File: config.mk
export PLATFORM = sky130hd
export DESIGN_NAME = vector_pred_writeback
export DESIGN_NICKNAME = d
export VERILOG_FILES = /design/src/rtl/vector_pred_writeback.sv
export SDC_FILE = /design/constraint.sdc
export NUM_CORES = 1
export LEC_CHECK = 0
export ABC_AREA = 1
export CORE_UTILIZATION = 50
export DETAILED_ROUTE_END_ITERATION = 8
export PLACE_DENSITY_LB_ADDON = 0.12
export SYNTH_ARGS = -nofsm -noshare
export SYNTH_HDL_FRONTEND = slang
export SYNTH_SLANG_ARGS = --single-unit
File: constraint.sdc
create_clock -name clk -period 8.25 [get_ports clk]
set_input_delay 2.475 -clock clk [delete_from_list [all_inputs] [get_ports clk]]
set_output_delay 2.475 -clock clk [all_outputs]
set_load 0.02 [all_outputs]
File: src/rtl/vector_pred_writeback.sv
// Predicated vector write-back: turns registered compare flags into byte enables and
// buffers up to two register-file writes. Define VECTOR_PRED_WRITEBACK_STATS_EN for the suppressed-write counter.
module vector_pred_writeback #(
  parameter int NUM_ELEMS  = 8,
  parameter int ELEM_SIZE  = 16,
  parameter int ADDR_WIDTH = 5,
  localparam int DW = NUM_ELEMS*ELEM_SIZE,
  localparam int NB = DW/8
) (
  input  logic                  clk,
  input  logic                  reset,
  input  logic                  in_valid,
  output logic                  in_ready,
  input  logic [DW-1:0]         in_data,
  input  logic [ADDR_WIDTH-1:0] in_addr,
  input  logic [2:0]            in_cond,
  input  logic [NB-1:0]         vcr_eq,
  input  logic [NB-1:0]         vcr_gt,
  input  logic [NB-1:0]         vcr_lt,
  output logic                  wr_valid,
  input  logic                  wr_ready,
  output logic [ADDR_WIDTH-1:0] wr_addr,
  output logic [DW-1:0]         wr_data,
  output logic [NB-1:0]         wr_be
`ifdef VECTOR_PRED_WRITEBACK_STATS_EN
  ,
  output logic [31:0]           supp_count,
  input  logic                  supp_clear
`endif
);

  logic [NB-1:0] m;
  always_comb begin
    m = '0;
    case (in_cond)
      3'd0: m = '1;
      3'd1: m = vcr_eq;
      3'd2: m = vcr_gt;
      3'd3: m = vcr_lt;
      3'd4: m = ~vcr_eq;
      3'd5: m = vcr_gt | vcr_eq;
      3'd6: m = vcr_lt | vcr_eq;
      default: m = '0;
    endcase
  end

  logic [ADDR_WIDTH-1:0] ent_addr [2];
  logic [DW-1:0]         ent_data [2];
  logic [NB-1:0]         ent_be   [2];
  logic                  wptr, rptr;
  logic [1:0]            count;

  logic accept, push, pop;
  assign in_ready = (count != 2'd2);
  assign wr_valid = (count != 2'd0);
  assign accept   = in_valid && in_ready;
  assign push     = accept && (m != '0);
  assign pop      = wr_valid && wr_ready;

  assign wr_addr = ent_addr[rptr];
  assign wr_data = ent_data[rptr];
  assign wr_be   = ent_be[rptr];

  always_ff @(posedge clk) begin
    if (reset) begin
      wptr  <= 1'b0;
      rptr  <= 1'b0;
      count <= 2'd0;
      for (int i = 0; i < 2; i++) begin
        ent_addr[i] <= '0;
        ent_data[i] <= '0;
        ent_be[i]   <= '0;
      end
    end else begin
      if (push) begin
        ent_addr[wptr] <= in_addr;
        ent_data[wptr] <= in_data;
        ent_be[wptr]   <= m;
        wptr           <= wptr + 1'b1;
      end
      if (pop) rptr <= rptr + 1'b1;
      if (push && !pop)      count <= count + 2'd1;
      else if (pop && !push) count <= count - 2'd1;
    end
  end

`ifdef VECTOR_PRED_WRITEBACK_STATS_EN
  // Clear wins over a suppressed accept in the same cycle.
  always_ff @(posedge clk) begin
    if (reset || supp_clear)
      supp_count <= '0;
    else if (accept && (m == '0) && (supp_count != 32'hFFFF_FFFF))
      supp_count <= supp_count + 32'd1;
  end
`endif

endmodule

==> insert_results.sql, run 1 <==
INSERT INTO impl_metrics (metric_group, metric, value, unit) VALUES
('outcome', 'outcome', 'finished, final reports clean', ''),
('global_route', 'grt_start_max_net_pins', '94', ''),
('clock_network', 'cts_buffers', '31', ''),
('clock_network', 'cts_resized', '0', ''),
('sta', 'finalHoldViolCount', '0', ''),
('finish', 'layout_common_cells', 'sky130_fd_sc_hd__clkdlybuf4s50_1 (338), sky130_fd_sc_hd__nor2_1 (328), sky130_fd_sc_hd__edfxtp_1 (298), sky130_fd_sc_hd__inv_1 (171), sky130_fd_sc_hd__mux2_2 (149)', ''),
('sta', 'period_minus_slack', '6.632', 'ns'),
('die', 'die_x', '166.8', 'microns'),
('setup_path', 'start_kind', 'primary input', ''),
('detailed_routing', 'count_of_tritonroute_iterations_in_the_first_routing_pass', '5', ''),
('setup_path', 'setup.worst_path.end_class', 'register', ''),
('global_route', 'first_global_vias', '9232', ''),
('yosys', 'ys_seq_elements', '303', ''),
('clock_network', 'cts_buffer_depth', '3', ''),
('finish', 'fraction_of_final_layout_cells_sized_beyond_drive_strength_1', '0.1404', ''),
('setup_path', 'crit_required', '8.44', 'ns'),
('sta', 'worst_slew_pin_slew', '1.107', 'ns'),
('setup_path', 'timing.critical_path.fanout_max', '72', ''),
('clock_network', 'ctsRootBufferMaster', 'sky130_fd_sc_hd__clkbuf_16', ''),
('global_route', 'grt_usage', '0.2291', ''),
('clock_network', 'cts_setup_buffers', '0', ''),
('yosys', 'synth.yosys.warnings', '0', ''),
('clock_network', 'clock-sinks', '303', ''),
('sta', 'clock-skew-final', '0.01031', 'ns'),
('sta', 'grt_setup_unrepaired', 'no', ''),
('finish', 'area_growth_syn_to_layout', '33.92', '%'),
('die', 'core-area', '26350', 'sq um'),
('yosys', 'top_area_cell_type_share_of_the_netlist_area', '0.6590', ''),
('yosys', 'synth.avg_cell_area', '11.78', 'sq um'),
('detailed_routing', 'route.antenna.remaining_nets', '0', ''),
('place', 'place_ws', '1.067', 'ns'),
('clock_network', 'cts_tree', 'built', ''),
('global_route', 'gr-total-overflow', '0', ''),
('yosys', 'count_of_flip_flops_with_a_built_in_enable_after_synthesis', '298', ''),
('yosys', 'synth-seq-area-share', '0.6664', ''),
('detailed_routing', 'routed_via_density', '5.044', ''),
('sta', 'layout_setup_ws', '1.618', 'ns'),
('global_route', 'antenna_found_initial', '2', ''),
('sta', 'maxSlewHeadroom', '0.2592', ''),
('place', 'place_hpwl', '20710', 'microns'),
('clock_network', 'cts-htree-levels', '1', ''),
('power_and_ir_drop', 'power-per-cell-area', '257.0', 'nW/um^2'),
('place', 'number_of_port_buffers', '338', ''),
('sta', 'timing.fmax', '150.8', 'MHz'),
('yosys', 'ys_async_sr_fraction', '0', ''),
('finish', 'nets', '1667', ''),
('yosys', 'largest_area_contributor_in_the_netlist', 'sky130_fd_sc_hd__edfxtp_1', ''),
('power_and_ir_drop', 'total_leakage_power', '7.555', 'nW'),
('sta', 'setup_viol_count_final', '0', ''),
('setup_path', 'worst-endpoint-arrival', '6.82', 'ns'),
('power_and_ir_drop', 'max-vdd-ir-drop', '177.2', 'uV'),
('yosys', 'netlist_top_cells_area', 'sky130_fd_sc_hd__edfxtp_1 (66%), sky130_fd_sc_hd__mux2_2 (12%), sky130_fd_sc_hd__nor2_1 (9.1%), sky130_fd_sc_hd__inv_1 (4.7%), sky130_fd_sc_hd__nand2_1 (2.3%)', ''),
('place', 'gp_routability_congestion', '0.8399', ''),
('finish', 'postLayoutCoreUtil', '0.6900', ''),
('die', 'die-area', '27820', 'sq um'),
('setup_path', 'timing.setup.critical_path_class', 'in2reg', ''),
('finish', 'final_common_cell', 'sky130_fd_sc_hd__clkdlybuf4s50_1', ''),
('yosys', 'synthCells', '1153', ''),
('die', 'initial_utilization', '0.5153', ''),
('yosys', 'library_cells_used_by_synthesis', '22', ''),
('detailed_routing', 'mean_routed_wirelength_per_cell', '17.44', 'microns'),
('yosys', 'synth_top_flop_cell', 'sky130_fd_sc_hd__edfxtp_1', ''),
('sta', 'post-route-period-util', '0.8039', ''),
('sta', 'slew_violations', '0', ''),
('detailed_routing', 'drc', '0', ''),
('yosys', 'netlist_area_before_placement', '13580', 'sq um'),
('finish', 'layout.filler_cells', '1952', ''),
('die', 'dieHeight', '166.8', 'microns'),
('sta', 'final.setup.tns', '0', 'ns'),
('yosys', 'synth_fp_nets', '1342', ''),
('detailed_routing', 'route.final.wire_length', '32090', 'microns'),
('detailed_routing', 'dr_total_vias', '9281', ''),
('clock_network', 'cts.hold.buffers_added', '0', ''),
('die', 'fp-row-count', '59', ''),
('clock_network', 'worstSkewPairLatency', '0.54', 'ns'),
('worst_hold_path', 'hold_class', 'reg2reg', ''),
('detailed_routing', 'drt_iter0_drc', '715', ''),
('flow_run', 'cap_viol_max_count', '0', ''),
('clock_network', 'clk_transition_reported_paths', '0.06', 'ns'),
('die', 'io-pin-count', '339', ''),
('global_route', 'grt_first_pass_wirelength', '49660', 'microns');
## stage by stage
stage / hold slack [ns] / cells / instance area, sq um / power (mW)
after global routing: 0.5226 / 1840 / 18180 / 4.869
final: 0.4743 / 1840 / 18180 / 4.674
after CTS: 0.4779 / 1838 / 18180 / 4.722
after global placement: 0.4528 / 1780 / 17230 / 3.396
after detailed placement: 0.4645 / 1780 / 17230 / 3.408
after floorplan: 0.4475 / 1153 / 13580 / 2.788
## worst max-delay path, cell delays in order
cell and delay [ns]:
sky130_fd_sc_hd__clkdlybuf4s50_1 0.65, sky130_fd_sc_hd__nor2_1 0.95, sky130_fd_sc_hd__o21ai_0 0.20, sky130_fd_sc_hd__nand2_1 0.12, sky130_fd_sc_hd__nor2_1 0.05, sky130_fd_sc_hd__nand3_1 0.08
sky130_fd_sc_hd__nor2_1 0.05, sky130_fd_sc_hd__nand2_1 0.07, sky130_fd_sc_hd__nor2_1 0.05, sky130_fd_sc_hd__nand2_1 0.18, sky130_fd_sc_hd__nand4_4 0.57, sky130_fd_sc_hd__nand2_4 0.84
sky130_fd_sc_hd__buf_12 0.42
## sequential cells by signal, indices dropped and copies added (netlist names), named ones only
register	cells
ent_data	256
ent_be	32
ent_addr	10
count	2
rptr	1
wptr	1
## per-layer routing
layer | vias to the layer above | track usage | wire length (microns)
met5 | - | 0 | 0
met1 | 4427 | 0.3072 | 13310
li1 | 4456 | - | -
met2 | 356 | 0.3778 | 15700
met4 | 0 | 0.06562 | 685
met3 | 42 | 0.04848 | 2392
## area by class of cell
type                            instances  area (sq um)  share of cell area
Antenna cell                            2         5.005           0.0002752
Clock buffer                           46         862.1             0.04741
Clock inverter                         12         87.58            0.004816
Inverter                              174         653.1             0.03592
Multi-Input combinational cell        621          3605              0.1982
Sequential cell                       303          9052              0.4978
Tap cell                              335         419.2             0.02305
Timing Repair Buffer                  347          3501              0.1925
## cell families after synthesis
logic type	share of synthesized area
flops	0.6664
simple gates	0.1283
buf+inv	0.07049
fa+ha+maj	0.0009213
mux	0.1236
compound gates	0.01041
## power by group
part | internal [mW] | switching, mW | leakage [nW] | total, mW
clock network | 0.751 | 0.555 | 0.466 | 1.31
logic | 0.658 | 0.722 | 3.93 | 1.38
registers | 1.91 | 0.0731 | 3.16 | 1.99
total | 3.32 | 1.35 | 7.55 | 4.67
## final timing paths
check	start	to	slack (ns)	cells past startpoint
setup / recovery	in_cond[1]	ent_data[0][92]	1.62	13
hold / removal	rptr	register	0.47	2
setup reg to reg	count[0]	ent_data[0][92]	4.90	5
hold reg to reg	rptr	register	0.47	2
## synth_stat cells (2+ instances only)
cell type / n
sky130_fd_sc_hd__nand3_2: 2
sky130_fd_sc_hd__buf_1: 5
sky130_fd_sc_hd__nand4_1: 14
sky130_fd_sc_hd__edfxtp_1: 298
sky130_fd_sc_hd__inv_2: 3
sky130_fd_sc_hd__clkbuf_1: 14
sky130_fd_sc_hd__mux2_2: 149
sky130_fd_sc_hd__inv_1: 171
sky130_fd_sc_hd__a21oi_1: 5
sky130_fd_sc_hd__nor2_1: 328
sky130_fd_sc_hd__buf_4: 21
sky130_fd_sc_hd__dfxtp_1: 5
sky130_fd_sc_hd__o21ai_1: 10
sky130_fd_sc_hd__nand2_1: 85
sky130_fd_sc_hd__o21ai_0: 10
sky130_fd_sc_hd__buf_2: 15
sky130_fd_sc_hd__nand3_1: 13
No activity file was read; power rests on OpenSTA's default activity.
==> inputs of run 2 (changes only) <==
clock period = 6.8 ns   (was 8.25 ns; I/O delays follow)
==> run 2 against run 1 <==
Core utilization rose by 0.095 points; worst hold slack got worse by 0.0053 ns; wire length fell by 3.0%; non-clock buffer count unchanged; sequential power rose by 19%; clock power rose by 21%; die area did not move; via count up 0.52%; sequential cell count did not move; total power increased by 21%; final area up 0.14%.
==> insert_results.sql, run 2 (synthesis results as in run 1) <==
INSERT INTO impl_metrics (metric_group, metric, value, unit) VALUES
('outcome', 'outcome', 'finished, final reports clean', ''),
('finish', 'area_growth_syn_to_layout', '34.10', '%'),
('sta', 'post-route-period-util', '0.7687', ''),
('global_route', 'grt_first_pass_wirelength', '47980', 'microns'),
('power_and_ir_drop', 'p_total', '5.670', 'mW'),
('finish', 'biggestRegsByFlops', 'ent_data: 256 flops, ent_be: 32 flops, ent_addr: 10 flops', ''),
('worst_hold_path', 'hold_class', 'reg2reg', ''),
('finish', 'antennaDiodeCount', '0', ''),
('finish', 'multi_input_comb_area', '3622', 'sq um'),
('sta', 'grt_setup_unrepaired', 'no', ''),
('sta', 'period_minus_slack', '5.227', 'ns'),
('finish', 'fraction_of_final_layout_cells_sized_beyond_drive_strength_1', '0.1381', ''),
('sta', 'layout_setup_ws', '1.573', 'ns'),
('die', 'io-pin-count', '339', ''),
('clock_network', 'ctsRootBufferMaster', 'sky130_fd_sc_hd__clkbuf_16', ''),
('sta', 'timing.fmax', '191.3', 'MHz'),
('setup_path', 'worstSetupStartpoint', 'in_cond[1]', ''),
('place', 'place_hpwl', '19740', 'microns'),
('finish', 'postLayoutCellArea', '18210', 'sq um'),
('clock_network', 'cts_tree', 'built', ''),
('die', 'die_x', '166.8', 'microns'),
('setup_path', 'end_point_of_the_critical_path', 'ent_data[0][82]', ''),
('finish', 'largest_register', 'ent_data', ''),
('setup_path', 'crit_required', '7.01', 'ns'),
('finish', 'final_common_cell', 'sky130_fd_sc_hd__clkdlybuf4s50_1', ''),
('clock_network', 'cts_resized', '0', ''),
('setup_path', 'timing.critical_path.fanout_max', '63', ''),
('setup_path', 'reg_to_reg_startpoint', 'count[0]', ''),
('global_route', 'first_global_vias', '9181', ''),
('detailed_routing', 'count_of_tritonroute_iterations_in_the_first_routing_pass', '6', ''),
('power_and_ir_drop', 'power-per-cell-area', '311.4', 'nW/um^2'),
('finish', 'layout_common_cells', 'sky130_fd_sc_hd__clkdlybuf4s50_1 (338), sky130_fd_sc_hd__nor2_1 (328), sky130_fd_sc_hd__edfxtp_1 (298), sky130_fd_sc_hd__inv_1 (171), sky130_fd_sc_hd__mux2_2 (149)', ''),
('setup_path', 'setup.worst_path.end_class', 'register', ''),
('flow_run', 'cap_viol_max_count', '0', ''),
('clock_network', 'clk_transition_reported_paths', '0.06', 'ns'),
('setup_path', 'cp_slowest_cell', 'sky130_fd_sc_hd__nor2_1', ''),
('global_route', 'grt_usage', '0.2200', ''),
('setup_path', 'start_kind', 'primary input', ''),
('sta', 'clock-skew-final', '0.01515', 'ns'),
('sta', 'maxSlewHeadroom', '0.3375', ''),
('detailed_routing', 'mean_routed_wirelength_per_cell', '16.96', 'microns'),
('place', 'gp_routability_congestion', '0.8864', ''),
('clock_network', 'cts_buffer_depth', '3', ''),
('setup_path', 'timing.critical_path.slowest_cell_delay', '0.86', 'ns'),
('finish', 'nets', '1666', ''),
('die', 'fp-row-count', '59', ''),
('detailed_routing', 'route.antenna.remaining_nets', '0', ''),
('sta', 'worst_slew_pin_slew', '0.9901', 'ns'),
('die', 'core-area', '26350', 'sq um'),
('setup_path', 'reg2reg_to', 'ent_data[0][82]', ''),
('sta', 'setup_viol_count_final', '0', ''),
('worst_hold_path', 'min_from', 'rptr', ''),
('clock_network', 'worstSkewPairLatency', '0.55', 'ns'),
('sta', 'finalHoldViolCount', '0', ''),
('setup_path', 'rrSetupSlack', '4.27', 'ns'),
('die', 'initial_utilization', '0.5153', ''),
('detailed_routing', 'dr_total_vias', '9329', ''),
('clock_network', 'clock-sinks', '303', ''),
('power_and_ir_drop', 'max-vdd-ir-drop', '246.8', 'uV'),
('detailed_routing', 'routed_via_density', '5.087', ''),
('clock_network', 'cts-htree-levels', '1', ''),
('sta', 'slew_violations', '0', ''),
('setup_path', 'worst-endpoint-arrival', '5.44', 'ns'),
('finish', 'regArea', '9052', 'sq um'),
('clock_network', 'cts_setup_buffers', '0', ''),
('setup_path', 'reg2regPathDepth', '5', ''),
('setup_path', 'cp_cell_sequence', 'clkdlybuf4s50_1 -> nor2_1 -> o21ai_0 -> nand2_1 -> nor2_1 -> nand3_1 -> nor2_1 -> nand2_1 -> nor2_1 -> nand2_1 -> nand4_4 -> nand2_8 -> buf_4', ''),
('die', 'dieHeight', '166.8', 'microns'),
('global_route', 'antenna_found_initial', '0', ''),
('sta', 'final.setup.tns', '0', 'ns'),
('finish', 'largest_register_ff_count', '256', ''),
('global_route', 'gr-total-overflow', '0', ''),
('detailed_routing', 'route.final.wire_length', '31110', 'microns'),
('place', 'postPlaceCellArea', '17270', 'sq um'),
('die', 'die-area', '27820', 'sq um'),
('setup_path', 'critical-path-top-cell-by-count', 'sky130_fd_sc_hd__nor2_1', ''),
('finish', 'postLayoutCoreUtil', '0.6910', ''),
('clock_network', 'cts_buffers', '30', ''),
('clock_network', 'cts.hold.buffers_added', '0', ''),
('power_and_ir_drop', 'total_leakage_power', '7.560', 'nW'),
('place', 'number_of_port_buffers', '338', ''),
('detailed_routing', 'drt_iter0_drc', '783', ''),
('place', 'place_ws', '1.067', 'ns'),
('detailed_routing', 'drc', '0', ''),
('setup_path', 'timing.setup.critical_path_class', 'in2reg', ''),
('global_route', 'grt_start_max_net_pins', '151', ''),
('finish', 'layout.filler_cells', '1933', '');
## run 2: cell types whose count changed in the layout (fill, tap and decap cells not counted), moves of 2 or more
cell and delta:
sky130_fd_sc_hd__buf_12 +2, sky130_fd_sc_hd__clkbuf_8 -3, sky130_fd_sc_hd__clkbuf_1 -4, sky130_fd_sc_hd__nand2_4 -2
sky130_fd_sc_hd__clkinv_1 +4, sky130_fd_sc_hd__bufinv_16 +2, sky130_fd_sc_hd__nand2_8 +2, sky130_fd_sc_hd__diode_2 -2
sky130_fd_sc_hd__buf_4 -2
## run 2: routing by layer
metal / GRT usage / routed length [microns]
met2: 0.3741 / 15160
met5: 0 / 0
met3: 0.04206 / 2549
met4: 0.06240 / 804
met1: 0.2881 / 12600
## run 2: area by class of cell
| cell class | count | share of cell area |
|---|---|---|
| multi-input combinational | 621 | 0.1989 |
| timing repair buffer | 347 | 0.1936 |
| tap | 335 | 0.02302 |
| sequential | 303 | 0.4971 |
| inverter | 174 | 0.03587 |
| clock inverter | 16 | 0.008589 |
| clock buffer | 38 | 0.04287 |
## run 2: how the worst min path moves through the flow
stage                     to  slack, ns  cells after the start
detailed placement  register       0.46                      2
global route        register       0.51                      2
CTS                 register       0.47                      2
floorplan           register       0.45                      2
global placement    register       0.45                      2
finish              register       0.47                      2
## run 2: worst max-delay path: cells and delay by family
| family | cells | cell delay, ns |
|---|---|---|
| AOI/OAI and AO/OA | 1 | 0.20 |
| buffers and inverters | 2 | 1.03 |
| and+or+nand+nor | 10 | 2.08 |
## run 2: per-stage QoR
stage,hold slack [ns],instances
final,0.4690,1834
after CTS,0.4723,1834
after global routing,0.5095,1834
after global placement,0.4485,1780
after detailed placement,0.4611,1780
after floorplan,0.4475,1153
## run 2: where the power goes
group	leakage, nW	internal [mW]	switching [mW]
Clock	0.457	0.920	0.664
Combinational	3.95	0.805	0.911
Sequential	3.16	2.32	0.0485
==> inputs of run 3 (changes only) <==
CORE_UTILIZATION = 45   (was 50)
clock period = 4.64 ns   (was 6.8 ns; I/O delays follow)
==> run 3 against run 2 <==
Clock-buffer cell count is 4 higher; final area is 2.1% higher; sequential share of layout area is 1.0 points lower; wire length is 0.94% higher.
==> insert_results.sql, run 3 (synthesis results as in run 1) <==
INSERT INTO impl_metrics (metric_group, metric, value, unit) VALUES
('die', 'fp-row-count', '63', ''),
('sta', 'period_minus_slack', '4.105', 'ns'),
('setup_path', 'critical_path.top_delay_family', 'simple AND/OR/NAND/NOR gates', ''),
('sta', 'finalHoldViolCount', '0', ''),
('finish', 'layout_common_cells', 'sky130_fd_sc_hd__clkdlybuf4s50_1 (338), sky130_fd_sc_hd__nor2_1 (328), sky130_fd_sc_hd__edfxtp_1 (298), sky130_fd_sc_hd__inv_1 (171), sky130_fd_sc_hd__mux2_2 (149)', ''),
('die', 'io-pin-count', '339', ''),
('worst_hold_path', 'hold_class', 'reg2reg', ''),
('sta', 'clock-skew-final', '0.009863', 'ns'),
('place', 'number_of_port_buffers', '338', ''),
('setup_path', 'setup.worst_path.end_class', 'register', ''),
('sta', 'maxSlewHeadroom', '0.4437', ''),
('sta', 'slew_violations', '0', ''),
('global_route', 'first_global_vias', '9115', ''),
('setup_path', 'timing.critical_path.fanout_max', '149', ''),
('detailed_routing', 'count_of_tritonroute_iterations_in_the_first_routing_pass', '5', ''),
('clock_network', 'ctsRootBufferMaster', 'sky130_fd_sc_hd__clkbuf_16', ''),
('finish', 'fraction_of_final_layout_cells_sized_beyond_drive_strength_1', '0.1496', ''),
('clock_network', 'cts_buffer_depth', '3', ''),
('finish', 'final_common_cell', 'sky130_fd_sc_hd__clkdlybuf4s50_1', ''),
('place', 'gp_routability_congestion', '0.8433', ''),
('power_and_ir_drop', 'power-per-cell-area', '457.9', 'nW/um^2'),
('flow_run', 'cap_viol_max_count', '0', ''),
('detailed_routing', 'drc', '0', ''),
('setup_path', 'crit_required', '4.85', 'ns'),
('die', 'dieHeight', '175.7', 'microns'),
('clock_network', 'clk_transition_reported_paths', '0.06', 'ns'),
('setup_path', 'cp_cell_sequence', 'clkdlybuf4s50_1 -> inv_2 -> nand3_1 -> nand2_1 -> nand2_1 -> nand3_1 -> nor2_1 -> nand2_1 -> nor2_1 -> nand2_1 -> nand3_4 -> buf_12 -> nor2_1', ''),
('detailed_routing', 'mean_routed_wirelength_per_cell', '16.45', 'microns'),
('die', 'die-area', '30870', 'sq um'),
('setup_path', 'critical-path-top-cell-by-count', 'sky130_fd_sc_hd__nand2_1', ''),
('finish', 'biggestRegsByFlops', 'ent_data: 256 flops, ent_be: 32 flops, ent_addr: 10 flops', ''),
('global_route', 'gr-total-overflow', '0', ''),
('power_and_ir_drop', 'max-vdd-ir-drop', '328.4', 'uV'),
('detailed_routing', 'route.antenna.remaining_nets', '0', ''),
('global_route', 'antenna_found_initial', '4', ''),
('global_route', 'grt_usage', '0.2035', ''),
('detailed_routing', 'dr_total_vias', '9265', ''),
('outcome', 'outcome', 'finished, final reports clean', ''),
('setup_path', 'timing.critical_path.slowest_cell_delay', '0.60', 'ns'),
('die', 'die_x', '175.7', 'microns'),
('place', 'place_hpwl', '20060', 'microns'),
('setup_path', 'worstSetupStartpoint', 'in_cond[2]', ''),
('sta', 'final.setup.tns', '0', 'ns'),
('setup_path', 'cp_num_buf_inv', '3', ''),
('clock_network', 'cts_resized', '0', ''),
('clock_network', 'clock-sinks', '303', ''),
('power_and_ir_drop', 'total_leakage_power', '7.716', 'nW'),
('setup_path', 'worst-endpoint-arrival', '4.31', 'ns'),
('finish', 'largest_register', 'ent_data', ''),
('detailed_routing', 'route.final.wire_length', '31400', 'microns'),
('sta', 'worst_slew_pin_slew', '0.8345', 'ns'),
('global_route', 'grt_first_pass_wirelength', '48580', 'microns'),
('clock_network', 'cts-htree-levels', '2', ''),
('finish', 'postLayoutCoreUtil', '0.6271', ''),
('die', 'core-area', '29640', 'sq um'),
('sta', 'post-route-period-util', '0.8847', ''),
('detailed_routing', 'routed_via_density', '4.853', ''),
('clock_network', 'worstSkewPairLatency', '0.49', 'ns'),
('finish', 'nets', '1685', ''),
('die', 'initial_utilization', '0.4582', ''),
('setup_path', 'cp_slowest_cell', 'sky130_fd_sc_hd__clkdlybuf4s50_1', ''),
('setup_path', 'timing.setup.critical_path_class', 'in2reg', ''),
('power_and_ir_drop', 'p_total', '8.509', 'mW'),
('sta', 'grt_setup_unrepaired', 'no', ''),
('finish', 'fin_cells', '1909', ''),
('clock_network', 'cts.hold.buffers_added', '0', ''),
('clock_network', 'cts_tree', 'built', ''),
('global_route', 'grt_start_max_net_pins', '150', ''),
('clock_network', 'cts_buffers', '34', ''),
('setup_path', 'start_kind', 'primary input', ''),
('place', 'place.detailed.instances', '1850', ''),
('sta', 'timing.fmax', '243.6', 'MHz'),
('setup_path', 'reg_to_reg_startpoint', 'count[0]', ''),
('worst_hold_path', 'min_from', 'rptr', ''),
('clock_network', 'cts_setup_buffers', '0', ''),
('finish', 'area_growth_syn_to_layout', '36.87', '%'),
('detailed_routing', 'drt_iter0_drc', '573', ''),
('finish', 'largest_register_ff_count', '256', ''),
('sta', 'setup_viol_count_final', '0', '');
[run 3: layout make-up]
cell class,instances,area (sq um)
fillers,2393,11050
multi-input cells,621,3622
well taps,390,488.0
repair buffers,362,3739
flip-flops and latches,303,9052
diodes,2,5.005
clock inverters,15,123.9
clock buffers,42,902.1
inverters,174,653.1
[run 3: per-layer routing]
layer | track usage | routed length, microns | vias to the layer above | share of wire
met5 | 0 | 13 | - | 0.00041
met4 | 0.05362 | 576 | 2 | 0.018
met3 | 0.04351 | 2420 | 40 | 0.077
met2 | 0.3361 | 14960 | 335 | 0.48
met1 | 0.2719 | 13440 | 4402 | 0.43
li1 | - | - | 4486 | -
[run 3: report_power, final]
| group | internal (mW) | switching (mW) |
|---|---|---|
| registers | 3.40 | 0.0694 |
| logic | 1.21 | 1.34 |
| clock network | 1.49 | 0.997 |
[run 3: stage by stage]
stage          area (sq um)  setup slack (ns)  hold WS, ns
4_1_cts               18580            0.5662       0.4774
2_1_floorplan         13590            0.3906       0.4476
5_1_grt               18580            0.2372       0.5134
3_3_place_gp          17550            0.1315       0.4599
6_report              18590            0.5351       0.4724
3_5_place_dp          17550           0.05407       0.4677
[run 3: worst min-delay path: cells and delay by family, from the launching register on]
kind,cells,cell delay (ns)
AO/OA/AOI/OAI,1,0.06
buffers and inverters,1,0.07
flip-flops,1,0.29
[run 3: worst paths after layout]
| path | endpoint | slack (ns) | cells after the start |
|---|---|---|---|
| max | ent_data[1][56] | 0.54 | 13 |
| min | rptr | 0.47 | 2 |
| max reg2reg | count[1] | 2.55 | 9 |
| min reg2reg | rptr | 0.47 | 2 |
